<file path="config.mk">
export PLATFORM = sky130hd
export DESIGN_NAME = mux_lut_unit
export DESIGN_NICKNAME = d
export VERILOG_FILES = /design/src/rtl/mux_lut_unit.sv
export SDC_FILE = /design/constraint.sdc
export NUM_CORES = 1
export LEC_CHECK = 0
export CAP_MARGIN = 20
export CORE_UTILIZATION = 44
export DETAILED_ROUTE_END_ITERATION = 12
export PLACE_DENSITY = 0.9
export SYNTH_ARGS = -nofsm -noshare
export SYNTH_HDL_FRONTEND = slang
export SYNTH_SLANG_ARGS = --single-unit
</file>
<file path="constraint.sdc">
create_clock -name clk -period 3.7 [get_ports clk]
set_clock_uncertainty 0.15 [all_clocks]
set_input_delay 0.74 -clock clk [delete_from_list [all_inputs] [get_ports clk]]
set_output_delay 0.74 -clock clk [all_outputs]
set_load 0.005 [all_outputs]
</file>
<file path="src/rtl/mux_lut_unit.sv">
// -----------------------------------------------------------------------------
// mux_lut_unit
//
// Purpose:
//   Applies a runtime-programmable 2-input Boolean function bitwise across two
//   WIDTH-bit operands. The function is a 4-entry truth table. Each result bit
//   is a 4:1 mux that picks tt[{A[i],B[i]}]. The result then travels through a
//   STAGES-deep pipeline with valid/ready flow control and a global stall.
//
// Parameters:
//   WIDTH   operand and result width in bits (1..64)
//   STAGES  number of pipeline registers, equal to the latency in cycles (1..4)
//
// Optional feature (compile-time macro):
//   MUX_LUT_COUNT_EN  when defined, out_count counts output transfers and
//                     saturates at 16'hFFFF. When undefined, out_count is tied
//                     to zero and no counter logic exists.
//
// Ports:
//   clk        in   clock; all logic on the rising edge
//   rst        in   synchronous, active-high reset
//   cfg_we     in   truth-table write strobe
//   cfg_tt     in   [3:0] new truth table, bit index = {A[i],B[i]}
//   in_valid   in   operands valid
//   in_ready   out  unit accepts operands this cycle
//   A, B       in   [WIDTH-1:0] operands
//   out_valid  out  result valid (driven by the last stage register)
//   out_ready  in   consumer accepts result
//   out        out  [WIDTH-1:0] result (driven by the last stage register)
//   tt         out  [3:0] currently active truth table
//   out_count  out  [15:0] accepted-result counter
// -----------------------------------------------------------------------------
module mux_lut_unit #(
   parameter int WIDTH  = 8,
   parameter int STAGES = 2
) (
   input  logic             clk,
   input  logic             rst,
   input  logic             cfg_we,
   input  logic [3:0]       cfg_tt,
   input  logic             in_valid,
   output logic             in_ready,
   input  logic [WIDTH-1:0] A,
   input  logic [WIDTH-1:0] B,
   output logic             out_valid,
   input  logic             out_ready,
   output logic [WIDTH-1:0] out,
   output logic [3:0]       tt,
   output logic [15:0]      out_count
);

   localparam logic [3:0] TT_AND = 4'b1000;

   logic [3:0]       tt_reg;
   logic [WIDTH-1:0] eval_bits;
   logic [WIDTH-1:0] data_reg  [STAGES];
   logic             valid_reg [STAGES];
   logic             advance;
   logic             in_xfer;

   // Global stall: every stage moves together, unless the final stage holds a
   // result the consumer is refusing. An empty last stage never blocks, so
   // bubbles flow out even while out_ready is low. Occupancy is simply the
   // number of set valid_reg flags; nothing tracks it separately.
   assign advance  = !valid_reg[STAGES-1] || out_ready;
   assign in_ready = advance;
   assign in_xfer  = in_valid && advance;

   // Truth-table register. Operands accepted in the same cycle as a write
   // still see the old table, because evaluation reads tt_reg, not cfg_tt.
   always_ff @(posedge clk) begin
      if (rst) begin
         tt_reg <= TT_AND;
      end else if (cfg_we) begin
         tt_reg <= cfg_tt;
      end
   end

   assign tt = tt_reg;

   // One 4:1 mux per bit, with the operand bit pair acting as the select.
   generate
      for (genvar gi = 0; gi < WIDTH; gi++) begin : g_bit_mux
         assign eval_bits[gi] = tt_reg[{A[gi], B[gi]}];
      end
   endgenerate

   // Stage 0 captures the evaluated result. Later stages only shift, so data
   // already in flight is never recomputed after a table change.
   always_ff @(posedge clk) begin
      if (rst) begin
         for (int s = 0; s < STAGES; s++) begin
            valid_reg[s] <= 1'b0;
            data_reg[s]  <= '0;
         end
      end else if (advance) begin
         valid_reg[0] <= in_xfer;
         data_reg[0]  <= eval_bits;
         for (int s = 1; s < STAGES; s++) begin
            valid_reg[s] <= valid_reg[s-1];
            data_reg[s]  <= data_reg[s-1];
         end
      end
   end

   assign out_valid = valid_reg[STAGES-1];
   assign out       = data_reg[STAGES-1];

`ifdef MUX_LUT_COUNT_EN
   logic        out_xfer;
   logic [15:0] count_reg;

   assign out_xfer = valid_reg[STAGES-1] && out_ready;

   always_ff @(posedge clk) begin
      if (rst) begin
         count_reg <= 16'h0000;
      end else if (out_xfer && (count_reg != 16'hFFFF)) begin
         count_reg <= count_reg + 16'd1;
      end
   end

   assign out_count = count_reg;
`else
   assign out_count = 16'h0000;
`endif

endmodule

</file>
== Word level (Yosys, flattened, before mapping) ==
Memory sizes are Yosys's and may differ from the RTL's.
Cells that the tools add are included.

* Multiplexer cells: 25
* Reductions and logical operators: 3
* Order comparisons: 8
* Bitwise logic cells: 4

{| class="wikitable"
|+ Operators with widths
! cell !! count
|-
| less-than comparator 2 x 3 -> 1 bit (second input constant) || 8
|-
| binary-select mux 1 bit (select 2 bit) || 8
|-
| two-way mux 8 bit || 2
|-
| two-way mux 1 bit || 15
|-
| bitwise OR 1 bit || 4
|-
| logical AND 1 bit || 1
|-
| zero test 1 bit || 1
|-
| logical OR 1 bit || 1
|}

* Register bits: 4
* Output and inout bits: 30
* Memories kept: 2
* RAM bits: 18
* Bits of input ports: 25

{| class="wikitable"
|+ Memories
! memory !! depth !! bits a word !! rd ports !! clocked after Yosys merged registers in !! write ports !! line !! source
|-
| data_reg || 2 || 8 || 2 || 0 || 2 || 56 || <nowiki>logic [WIDTH-1:0] data_reg [STAGES];</nowiki>
|-
| valid_reg || 2 || 1 || 2 || 0 || 2 || 57 || <nowiki>logic valid_reg [STAGES];</nowiki>
|}

== Logic depth before layout (Yosys ltp) ==
An unclocked memory read counts as a cell.

* Word-level depth: 7
* Gate-level depth with buffers: 3

== Least setup slack after synthesis ==
No wires, ideal clock.

* Path type: input-to-output
* Start point: input out_ready
* End point: output in_ready
* Stages: 3
* Data arrival time: 1.215 ns
* Required time: 2.810 ns
* Path slack: 1.595 ns
* Cells stage by stage: nor2b_1 clkbuf_1 inv_1

* Word-level cells in the longest chain between the ends: 1

{| class="wikitable"
|+ RTL lines
! item !! line !! source
|-
| start, declared || 46 || <nowiki>input logic out_ready,</nowiki>
|-
| logical OR 1 bit || 65 || <nowiki>assign advance = !valid_reg[STAGES-1] || out_ready;</nowiki>
|-
| end, declared || 42 || <nowiki>output logic in_ready,</nowiki>
|}

No other way between the ends.

== Worst setup path after layout ==
Same ends and word-level chain as after synthesis.

==> impl_metrics.tcl <==
set metrics [dict create \
    grt_overflow_total 0 \
    fin_crit_ps 2670 \
    postCtsSetupBuffers 0 \
    start_kind "input pin" \
    drt-pass1-iter-count 4 \
    dp_slack_ps 1020 \
    comb_power_share_pct 18.1 \
    hpwl_um 1330 \
    grt_pass1_wl_um 2930 \
    cp-end-kind "output pin" \
    cts_tree "built" \
    largest_reg_flops 16 \
    holdPathEnd "data_reg[0][11]" \
    period_share_pct 72.3 \
    worst_r2r_path_depth 3 \
    nets 145 \
    fmax_ghz 0.374 \
    drcViolationCount 0 \
    final_cell_mix "38 x clkdlybuf4s50_1, 18 x nor3b_1, 18 x edfxtp_1" \
    io_pins 55 \
    setup_viol 0 \
    clock_power_share_pct 24.7 \
    cts_made_buffers 3 \
    clock_latency_ps 300 \
    final_core_util_pct 60.4 \
    regToRegStartpoint "valid_reg[0][1]" \
    grt_pass1_vias 659 \
    io_buffers 38 \
    antenna_found_initial 0 \
    setup_ws_ps 1030 \
    path_clk_slew_ps 120 \
    core_um2 2540 \
    relSlewSlack_pct 47.9 \
    synth_area_per_cell_um2 13.6 \
    ys_seq_area_share_pct 51.2 \
    wl_per_cell_um 12.1 \
    layout-drive-gt1-share_pct 11.8 \
    maxCapViolations 0 \
    switching_share_pct 20.7 \
    grt_max_degree 24 \
    hold_buffers 0 \
    gp_congestion 0.666 \
    clock_path_buffers 2 \
    layout_commonest_cell "clkdlybuf4s50_1" \
    final_hold_viol_count 0 \
    rrSetupSlack_ps 1860 \
    drt_iter0_drc 15 \
    rows 18 \
    ir_drop_v 0.000218 \
    grt_usage_pct 14.1 \
    synthCells 89 \
    netlist_area_um2 1210 \
    whs_ps 465 \
    die-area_um2 2970 \
    worst_pin_slew_ps 782 \
    antenna_left 0 \
    cp.arrival_ps 1780 \
    cts_max_level 1 \
    clock-root-buffer "clkbuf_4" \
    dieWidth_um 54.5 \
    p_per_area_nw_per_um2 339 \
    fillers 199 \
    path_class "in2out" \
    worstHoldPathCells 1 \
    reg2reg_to "data_reg[0][2]" \
    cp.required_ps 2810 \
    num_vias 725 \
    initial_core_util_pct 47.6 \
    power.share.sequential_pct 57.2 \
    synth_cell_types 13 \
    ctsResizeCount 0 \
    internal_power_w 0.000413 \
    power_switching_w 0.000107 \
    wirelength_um 1800 \
    outcome "completed" \
    crit_fanout 2 \
    setup_tns_ps 0 \
    leakage_nw 0.588 \
    clkSinkCount 22 \
    min_from "data_reg[0][3]" \
    hold_path.class "reg2reg" \
    diodes 0 \
    yosysWarnings 0 \
    viasPerCell 4.87 \
    rsz0062_at_grt "false" \
    slew_viol_final 0 \
    area_delta_synth_final_pct 27.0 \
    p_total_w 0.000521 \
    dieHeight_um 54.5 \
    ys_seq_elements 22 \
]
==> worst max path at each step <==
stage                   start       end  slack, ps
global route        out_ready  in_ready        970
detailed placement  out_ready  in_ready       1020
CTS                 out_ready  in_ready       1020
global placement    out_ready  in_ready       1030
floorplan           out_ready  in_ready       1590
finish              out_ready  in_ready       1030
==> per-stage QoR <==
| step | std cells | area, µm² |
|---|---|---|
| CTS | 149 | 1540 |
| detailed placement | 145 | 1500 |
| global route | 149 | 1540 |
| floorplan | 104 | 1270 |
| finish | 149 | 1540 |
| global placement | 145 | 1500 |
==> synth_stat cells, drive strengths merged <==
| master | instances | share of area [%] |
|---|---|---|
| nor2b | 2 | 1.0 |
| a211o | 1 | 0.72 |
| mux4 | 8 | 15 |
| conb | 1 | 0.31 |
| nor2 | 3 | 0.93 |
| clkbuf | 5 | 1.5 |
| mux2i | 3 | 2.5 |
| nand2b | 1 | 0.52 |
| dfxtp | 4 | 6.6 |
| inv | 1 | 0.31 |
| nor3b | 18 | 11 |
| edfxtp | 18 | 45 |
| buf | 24 | 15 |
==> final cells by class <==
cell class | instances | area (µm²) | area share (%)
inverter | 1 | 3.75 | 0.244
timing repair buffer | 40 | 395 | 25.7
clock buffer | 4 | 36.3 | 2.36
tap | 30 | 37.5 | 2.44
multi-input combinational | 52 | 444 | 28.9
sequential | 22 | 621 | 40.4
==> critical path, stage by stage <==
cell and delay (ps):
clkdlybuf4s50_1 460, nor2b_1 50, inv_1 50, clkdlybuf4s50_1 480
==> cells by family (layout without fill, tap and decap cells) <==
family | Yosys count | count (layout) | synth area share, %
compound gates | 1 | 1 | 0.723
flops | 22 | 22 | 51.2
mux | 11 | 11 | 17.4
buf+inv | 30 | 45 | 16.7
other cells | 1 | 16 | 0.310
simple gates | 24 | 24 | 13.6
==> layer usage <==
metal / routed length, µm / share of wire, % / GRT usage, %
met5: 0 / 0 / 0
met4: 0 / 0 / 6.41
met3: 139 / 7.7 / 2.50
met2: 897 / 50 / 24.0
met1: 766 / 42 / 17.4
==> power groups by stage <==
| stage | registers [W] | logic, W | clock network, W |
|---|---|---|---|
| 2_1_floorplan | 0.000300 | 0.0000630 | 0 |
| 3_3_place_gp | 0.000302 | 0.0000926 | 0 |
| 3_5_place_dp | 0.000303 | 0.0000945 | 0 |
| 4_1_cts | 0.000298 | 0.0000951 | 0.000131 |
| 5_1_grt | 0.000300 | 0.000105 | 0.000140 |
| 6_report | 0.000297 | 0.0000945 | 0.000129 |
Power figures use the tool's default switching activity.
